**config.mk**
```make
export PLATFORM = sky130hd
export DESIGN_NAME = fp_mul_round_pack
export DESIGN_NICKNAME = d
export VERILOG_FILES = /design/src/rtl/fp_pkg.sv /design/src/rtl/fp_round_rne.sv /design/src/rtl/fp_mul_round_pack.sv
export SDC_FILE = /design/constraint.sdc
export NUM_CORES = 1
export LEC_CHECK = 0
export BUFFER_PORTS_ARGS = -buffer_cell sky130_fd_sc_hd__buf_2
export CAP_MARGIN = 30
export CORE_MARGIN = 3
export CORE_UTILIZATION = 40
export DETAILED_ROUTE_END_ITERATION = 8
export MAX_ROUTING_LAYER = met4
export SLEW_MARGIN = 30
export SYNTH_ARGS = -nofsm -noshare
export SYNTH_HDL_FRONTEND = slang
export SYNTH_SLANG_ARGS = --single-unit
```
**constraint.sdc**
```tcl
create_clock -name clk -period 3.81 [get_ports clk]
set_input_delay 0 -clock clk [delete_from_list [all_inputs] [get_ports clk]]
set_output_delay 0 -clock clk [all_outputs]
set_load 0.005 [all_outputs]
```
**src/rtl/fp_pkg.sv**
```systemverilog
// Shared constants and types for the FP multiplier round/pack path.
// Class codes, exponent limits, canonical NaN and flag bit positions.
package fp_pkg;

  typedef enum logic [1:0] {
    CLS_NORM = 2'b00,
    CLS_ZERO = 2'b01,
    CLS_INF  = 2'b10,
    CLS_NAN  = 2'b11
  } fp_class_e;

  localparam int BIAS = 127;
  localparam logic signed [10:0] EXP_MAX = 11'sd255;
  localparam logic signed [10:0] EXP_MIN = 11'sd0;

  localparam logic [31:0] QNAN    = 32'h7FC0_0000;
  localparam logic [30:0] INF_MAG = 31'h7F80_0000;

  localparam int FLAG_OVF = 2;
  localparam int FLAG_UNF = 1;
  localparam int FLAG_INX = 0;

endpackage

```
**src/rtl/fp_round_rne.sv**
```systemverilog
// Round-to-nearest-even on a 23-bit fraction with guard/sticky.
// A carry out means the fraction wrapped to zero; exponent must bump.
module fp_round_rne
  import fp_pkg::*;
(
  input  logic [22:0] frac,
  input  logic        g,
  input  logic        s,
  output logic [22:0] rnd_frac,
  output logic        carry,
  output logic        inexact
);

  logic round_up;

  // Increment on guard when sticky set or on a tie with odd lsb
  always_comb begin
    round_up            = g & (s | frac[0]);
    {carry, rnd_frac}   = {1'b0, frac} + {23'd0, round_up};
    inexact             = g | s;
  end

endmodule

```
**src/rtl/fp_mul_round_pack.sv**
```systemverilog
// Two-stage normalize / round / pack back end for an FP32 multiplier.
// S1 picks the frac window and GRS bits; S2 rounds, range-checks, packs.
module fp_mul_round_pack
  import fp_pkg::*;
#(
  parameter int CNT_W = 16
) (
  input  logic             clk,
  input  logic             rst,
  input  logic             in_valid,
  output logic             in_ready,
  input  logic             in_sign,
  input  logic [9:0]       in_exp,
  input  logic [47:0]      in_man,
  input  logic [1:0]       in_class,
  output logic             out_valid,
  input  logic             out_ready,
  output logic [31:0]      out_result,
  output logic [2:0]       out_flags,
  output logic [CNT_W-1:0] ovf_count
);

  logic                s1_valid;
  logic                s1_sign;
  logic signed [10:0]  s1_exp;
  logic [22:0]         s1_frac;
  logic                s1_g;
  logic                s1_s;
  fp_class_e           s1_class;

  logic                s2_adv;
  logic                s1_adv;

  logic signed [10:0]  n_exp;
  logic [22:0]         n_frac;
  logic                n_g;
  logic                n_s;

  logic [22:0]         rnd_frac;
  logic                rnd_carry;
  logic                rnd_inx;
  logic signed [10:0]  f_exp;
  logic [31:0]         p_result;
  logic [2:0]          p_flags;

  assign s2_adv   = !out_valid || out_ready;
  assign s1_adv   = !s1_valid || s2_adv;
  assign in_ready = s1_adv;

  // Normalize: select fraction window by product msb, derive G and S
  always_comb begin
    n_exp  = {in_exp[9], in_exp};
    n_frac = in_man[45:23];
    n_g    = in_man[22];
    n_s    = |in_man[21:0];
    if (in_man[47]) begin
      n_exp  = {in_exp[9], in_exp} + 11'sd1;
      n_frac = in_man[46:24];
      n_g    = in_man[23];
      n_s    = |in_man[22:0];
    end
  end

  // Stage 1 register
  always_ff @(posedge clk) begin
    if (rst) begin
      s1_valid <= 1'b0;
      s1_sign  <= 1'b0;
      s1_exp   <= '0;
      s1_frac  <= '0;
      s1_g     <= 1'b0;
      s1_s     <= 1'b0;
      s1_class <= CLS_NORM;
    end else if (s1_adv) begin
      s1_valid <= in_valid;
      if (in_valid) begin
        s1_sign  <= in_sign;
        s1_exp   <= n_exp;
        s1_frac  <= n_frac;
        s1_g     <= n_g;
        s1_s     <= n_s;
        s1_class <= fp_class_e'(in_class);
      end
    end
  end

  fp_round_rne u_rnd (
    .frac     (s1_frac),
    .g        (s1_g),
    .s        (s1_s),
    .rnd_frac (rnd_frac),
    .carry    (rnd_carry),
    .inexact  (rnd_inx)
  );

  // Range check and pack; specials bypass rounding with clean flags
  always_comb begin
    f_exp    = s1_exp + $signed({10'd0, rnd_carry});
    p_result = '0;
    p_flags  = '0;
    unique case (s1_class)
      CLS_ZERO: p_result = {s1_sign, 31'd0};
      CLS_INF:  p_result = {s1_sign, INF_MAG};
      CLS_NAN:  p_result = QNAN;
      default: begin
        if (f_exp >= EXP_MAX) begin
          p_result           = {s1_sign, INF_MAG};
          p_flags[FLAG_OVF]  = 1'b1;
          p_flags[FLAG_INX]  = 1'b1;
        end else if (f_exp <= EXP_MIN) begin
          p_result           = {s1_sign, 31'd0};
          p_flags[FLAG_UNF]  = 1'b1;
          p_flags[FLAG_INX]  = 1'b1;
        end else begin
          p_result           = {s1_sign, f_exp[7:0], rnd_frac};
          p_flags[FLAG_INX]  = rnd_inx;
        end
      end
    endcase
  end

  // Stage 2 register: holds result while downstream stalls
  always_ff @(posedge clk) begin
    if (rst) begin
      out_valid  <= 1'b0;
      out_result <= '0;
      out_flags  <= '0;
    end else if (s2_adv) begin
      out_valid <= s1_valid;
      if (s1_valid) begin
        out_result <= p_result;
        out_flags  <= p_flags;
      end
    end
  end

  // Saturating count of delivered overflow results
  always_ff @(posedge clk) begin
    if (rst) begin
      ovf_count <= '0;
    end else if (out_valid && out_ready && out_flags[FLAG_OVF]
                 && (ovf_count != {CNT_W{1'b1}})) begin
      ovf_count <= ovf_count + CNT_W'(1);
    end
  end

endmodule

```
# Word-level counts from Yosys, hierarchy flattened
# Cells that the tools add are included.
dict set report word_totals {
  register_bits 92
  inputBits 65
  out_inout_bits 53
  word_cells 49
}
dict set report op_classes {
  add_sub_neg 4
  magnitude_cmp 2
  n_eq_ne 4
  mux 13
  bitwise_logic 3
  reduce_logical 12
}
# cell count
set op_table {}
lappend op_table {{case mux 32 bit (3 select lines)} 1}
lappend op_table {{two-way mux 31 bit} 2}
lappend op_table {{adder 23 x 1 -> 24 bit} 1}
lappend op_table {{two-way mux 23 bit} 1}
lappend op_table {{OR reduction 23 bit} 1}
lappend op_table {{OR reduction 22 bit} 1}
lappend op_table {{adder 16 x 1 -> 16 bit, second input constant} 1}
lappend op_table {{inequality test 16 bit, second input constant} 1}
lappend op_table {{adder 10 x 2 -> 11 bit, second input constant} 1}
lappend op_table {{adder 11 x 2 -> 11 bit} 1}
lappend op_table {{greater-or-equal comparator 11 x 9 -> 1 bit, second input constant} 1}
lappend op_table {{<= comparator 11 x 1 -> 1 bit, second input constant} 1}
lappend op_table {{two-way mux 11 bit} 1}
lappend op_table {{two-way mux 1 bit} 7}
lappend op_table {{== test 2 bit, second input constant} 2}
lappend op_table {{AND reduction 2 bit} 2}
lappend op_table {{logical AND 1 bit} 3}
lappend op_table {{two-way mux 3 bit} 1}
lappend op_table {{OR reduction 3 bit} 1}
lappend op_table {{== test 2 x 1 -> 1 bit, second input constant} 1}
lappend op_table {{logical NOT 1 bit} 2}
lappend op_table {{logical OR 1 bit} 2}
lappend op_table {{bitwise OR 1 bit} 2}
lappend op_table {{AND 1 bit} 1}

# Longest topological paths before layout
dict set report depth {
  depth_word 8
  ltp_mapped 15
  ltp_nobuf 13
}

# Hierarchy
# From an unflattened synthesis, not the netlist that was laid out.
dict set report hier_totals {
  cells_unflattened 524
  hier_area_um2 4685.7
}
# module n_inst cells_per_inst area_each_um2 seq_area_each_um2
set by_module_without_submodules {}
lappend by_module_without_submodules {fp_mul_round_pack 1 452 4182.8 1841.8}
lappend by_module_without_submodules {fp_round_rne 1 72 503.0 0.0}

# Worst setup path after synthesis
# No wires, ideal clock.
dict set report synth_path {
  kind {reg-to-reg}
  start {register s1_s}
  end {register out_result[0]}
  setup_ns 0.121
  arrival_ns 3.076
  t_required_ns 3.689
  path_slack_ns 0.613
  path_stages_with_launch 15
  path_buffers 1
  synth_period_minus_slack_ns 3.197
  path_cell_list {dfxtp_1 > o21a_1 > ha_1 > nand2_1 > or3_1 > nor3_1 > and3_1 > ha_1 > ha_1 > and4_2 > a21boi_0 > nor4_1 > a211o_4 > buf_6 > o21ai_0}
}
dict set report synth_via {
  elab_chain_len 8
  elab_cells_between_ends 9
  classes_between {add/sub (2); order compare (2); mux (3); bitwise (2)}
}
# element line
set synth_rtl {}
lappend synth_rtl {{start, declared} fp_mul_round_pack.sv:28} ;# logic s1_s;
lappend synth_rtl {{start signal, assigned} fp_mul_round_pack.sv:81} ;# s1_s <= n_s;
lappend synth_rtl {{bitwise OR 1 bit (*)} fp_round_rne.sv:18} ;# round_up = g & (s | frac[0]);
lappend synth_rtl {{AND 1 bit (*)} fp_round_rne.sv:18}
lappend synth_rtl {{adder 23 x 1 -> 24 bit (*)} fp_round_rne.sv:19} ;# {carry, rnd_frac} = {1'b0, frac} + {23'd0, round_up};
lappend synth_rtl {{adder 11 x 2 -> 11 bit} fp_mul_round_pack.sv:98} ;# f_exp = s1_exp + $signed({10'd0, rnd_carry});
lappend synth_rtl {{<= comparator 11 x 1 -> 1 bit} fp_mul_round_pack.sv:110} ;# end else if (f_exp <= EXP_MIN) begin
lappend synth_rtl {{two-way mux 31 bit} fp_mul_round_pack.sv:110}
lappend synth_rtl {{two-way mux 31 bit (*)} fp_mul_round_pack.sv:106} ;# if (f_exp >= EXP_MAX) begin
lappend synth_rtl {{case mux 32 bit (3 select lines) (*)} fp_mul_round_pack.sv:101} ;# unique case (s1_class)
lappend synth_rtl {{end signal, assigned} fp_mul_round_pack.sv:131} ;# out_result <= p_result;
lappend synth_rtl {{end, declared} fp_mul_round_pack.sv:18} ;# output logic [31:0] out_result,
# Every way passes the cells marked *; elsewhere a longest branch is shown, timed or not.
# A chain may end at the register's enable or synchronous reset.

# Final worst setup path
dict set report layout_path {
  start {register s1_g}
  end {register out_result[18]}
}
dict set report layout_via {
  elab_chain_len 7
  elab_cells_between_ends 8
  classes_between {add/sub (2); order compare (2); mux (3); bitwise (1)}
}
# element line
set layout_rtl {}
lappend layout_rtl {{start, declared} fp_mul_round_pack.sv:27} ;# logic s1_g;
lappend layout_rtl {{start signal, assigned} fp_mul_round_pack.sv:80} ;# s1_g <= n_g;
lappend layout_rtl {{AND 1 bit (*)} fp_round_rne.sv:18}
lappend layout_rtl {{adder 23 x 1 -> 24 bit (*)} fp_round_rne.sv:19}
lappend layout_rtl {{adder 11 x 2 -> 11 bit} fp_mul_round_pack.sv:98}
lappend layout_rtl {{<= comparator 11 x 1 -> 1 bit} fp_mul_round_pack.sv:110}
lappend layout_rtl {{two-way mux 31 bit} fp_mul_round_pack.sv:110}
lappend layout_rtl {{two-way mux 31 bit (*)} fp_mul_round_pack.sv:106}
lappend layout_rtl {{case mux 32 bit (3 select lines) (*)} fp_mul_round_pack.sv:101}
# Marks and branches as above.

==> results.yml <==
run_status:
  status: "completed"
synth:
  yosys_warnings: 0
  yosys.area.top_type: "dfxtp_1"
  synth_most_common_cell: "dfxtp_1"
  synth_cells: 565
  synth_xor_area_share_pct: 9.189
  synth_top_family_by_area: "simple AND/OR/NAND/NOR gates"
  ys_types: 56
  synthAdderAreaFrac_pct: 1.575
  synth-seq-area-share_pct: 38.65
  synth_nets: 636
  synthSimpleGateAreaFrac_pct: 24.84
  muxShareOfSynthArea_pct: 5.907
  post_synth.cell_area_avg_sq_um: 8.435
  synth_seq_cells: 92
  async_flop_share_pct: 0
  synthFlopType: "dfxtp_1"
  synth_area_sq_um: 4766
  synth-compound-area-share_pct: 15.49
  synthTopCellsByArea: "dfxtp_1, a211oi_1, mux2i_1, nor2_1, xnor2_1"
  synth_edf_count: 0
  synth_top_area_share_pct: 38.65
  synthTopCellsByCount: "dfxtp_1, nor2_1, nand2_1"
pwr:
  comb_power_share_pct: 12.8
  netSwitchingPower_mw: 0.5695
  peakVddDrop_uv: 174.4
  power_density_nw_per_um2: 385.8
  swShare_pct: 25.30
  p_clk_share_pct: 40.1
  leakage_nw: 2.372
  p_int_mw: 1.681
  seqPwrFrac_pct: 47.2
place:
  place_congestion: 0.8902
  post-place-ws_ns: 0.1654
  dp.cells: 799
  io_buffers: 117
  dp_hpwl_mm: 9.006
grt:
  grt_pass1_wl_mm: 19.54
  grt_max_degree: 68
  track_usage_pct: 18.72
  grt_antenna_before_repair: 0
  grt_pass1_vias: 4087
  grt_remaining_overflow: 0
worst_setup_path:
  critPathMaxFanout: 22
  arrival_ns: 3.76
  cp-start-kind: "register"
  worstSetupPathType: "reg -> reg"
  path_delay_family: "simple AND/OR/NAND/NOR gates"
  critPathCaptureType: "register"
  slowest_stage: "or3_1"
  cp.required_ns: 4.06
  slowest_delay_ns: 0.44
  crit_buf_inv: 1
  cp_cell_sequence: "o21a_1 -> ha_2 -> nand2_1 -> or3_1 -> nor3_1 -> and3_1 -> ha_1 -> ha_4 -> nand4_2 -> nor3b_2 -> nor4_1 -> buf_4 -> a211o_4 -> o31ai_1"
cts:
  cts_num_sinks: 92
  cts_tree: "done"
  cts.clk_slew.worst_paths_ns: 0.06
  clock_latency_ns: 0.34
  cts-buffers-inserted: 9
  root_buffer: "clkbuf_16"
  cts_max_level: 3
  clockBufferDepth: 2
detailed_routing:
  drtIter0Drc: 248
  post_drt_via_cell_ratio: 5.330
  drtAntennaViolNets: 0
  drtPass1Iterations: 4
  drc: 0
  wl_per_cell_microns: 14.59
  num_vias: 4387
  wirelength_mm: 12.01
layout:
  antennaDiodeCount: 0
  nets: 746
  fin_cells: 823
  drive_gt1_share_pct: 23.53
  area_delta_synth_final_pct: 22.42
floorplanning:
  fp.dieH_microns: 115.2
  dieArea_sq_um: 13260
  core_area_sq_um: 11520
  fp-row-count: 39
  io_pins: 118
  start_util_pct: 41.38
  fp.dieW_microns: 115.2
sta:
  slew_viol_final: 0
  tightestPinTransition_ns: 0.8158
  timing.final.ws_setup_ns: 0.2996
  finalSetupViolCount: 0
  fmax_mhz: 284.9
  tns_ns: 0
  fin_crit_sh_pct: 92.14
  finClkSkew_ns: 0.007931
  rsz0062_at_grt: "no"
  slew_headroom_pct: 45.61
  fin_crit_ns: 3.510
  hold_violations: 0
run:
  max_cap_violations: 0
hold_path:
  hold_path_class: "in -> reg"
layer usage:
metal	wire length [microns]	GRT usage, %	vias to the layer above	share of wire (%)
li1	-	-	2265	-
met4	227	6.964	0	1.9
met3	518	2.105	16	4.3
met1	5670	24.98	1993	47
met2	5589	29.24	113	47
met5	0	-	-	0
kinds of logic after synthesis:
family                   count (synthesis)
multiplexers                            28
flip-flops                              92
AND/OR/NAND/NOR                        243
XOR/XNOR                                50
adder cells (fa/ha/maj)                  6
buffers and inverters                   43
AO/OA/AOI/OAI                          103
flip-flops by register name (all words and copies together), names as in the netlist:
| name | flops |
|---|---|
| s1_s | 1 |
| out_valid | 1 |
| s1_class | 2 |
| s1_valid | 1 |
| s1_exp | 11 |
| out_flags | 3 |
| ovf_count | 16 |
| s1_frac | 23 |
| out_result | 32 |
| s1_g | 1 |
| s1_sign | 1 |
final cells by class:
cell class                      count  area (sq um)
Fill cell                        1173          5682
Timing Repair Buffer              134         730.7
Multi-Input combinational cell    430          2749
Sequential cell                    92          1842
Inverter                            8         30.03
Clock inverter                      4         47.55
Clock buffer                       12         256.5
Tap cell                          143         178.9
path summary, 6_finish.rpt:
kind | from | endpoint | slack, ns | cells after the start
worst max-delay path | s1_g | out_result[18] | 0.30 | 14
worst min-delay path | in_exp[7] | s1_exp[7] | 0.002 | 3
worst max register to register | s1_g | out_result[18] | 0.30 | 14
worst min register to register | out_result[1] | out_result[1] | 0.45 | 2
repair_timing:
action,CTS,global route
gates resized for setup,0,6
endpoints found under the setup margin,0,29
endpoints found under the hold margin,7,0
setup buffers,0,1
hold buffers,7,0
power by group through the flow:
stage	clock [mW]	sequential, mW	combinational, mW
3_5_place_dp	0	1.08	0.280
4_1_cts	0.924	1.06	0.287
6_report	0.902	1.06	0.287
3_3_place_gp	0	1.08	0.276
5_1_grt	0.970	1.07	0.325
2_1_floorplan	0	1.06	0.197
through the flow:
step / power, mW / hold slack [ns] / util [%] / instance area (sq um)
after global routing: 2.362 / 0.01945 / 50.66 / 5834
after CTS: 2.271 / 0.0003410 / 50.35 / 5798
after floorplan: 1.260 / 0.1295 / - / 4766
after global placement: 1.356 / 0.2422 / 47.08 / 5421
final: 2.251 / 0.002201 / 50.66 / 5834
after detailed placement: 1.362 / 0.2538 / 47.10 / 5424
worst reg2reg max path, delay by kind of cell (launching register included):
family | cells | cell delay, ns
AO/OA/AOI/OAI | 3 | 0.85
adder cells (fa/ha/maj) | 3 | 0.63
buffers and inverters | 1 | 0.15
flip-flops | 1 | 0.36
AND/OR/NAND/NOR | 7 | 1.44
cell usage in the layout, fill, tap and decap left out, types with 2 or more instances in the layout:
master	Yosys	routed
xnor2_1	27	27
o211ai_1	5	5
o21a_1	3	3
o31ai_1	9	9
dfxtp_1	92	92
mux2i_1	27	27
ha_1	6	4
clkbuf_8	0	2
nor2b_1	2	2
nand2_1	56	56
a211oi_1	43	43
and4_1	4	4
dlygate4sd3_1	0	7
buf_2	7	117
buf_4	0	10
nand3_1	39	39
and3_1	6	6
nor3_1	17	17
a31oi_1	3	3
nor4_1	16	16
nand4_1	15	15
inv_1	8	8
nor2_1	71	70
clkinv_2	0	2
a21oi_1	10	10
xor2_1	23	23
clkbuf_16	0	9
o21ai_0	17	17
Power figures use the tool's default switching activity.
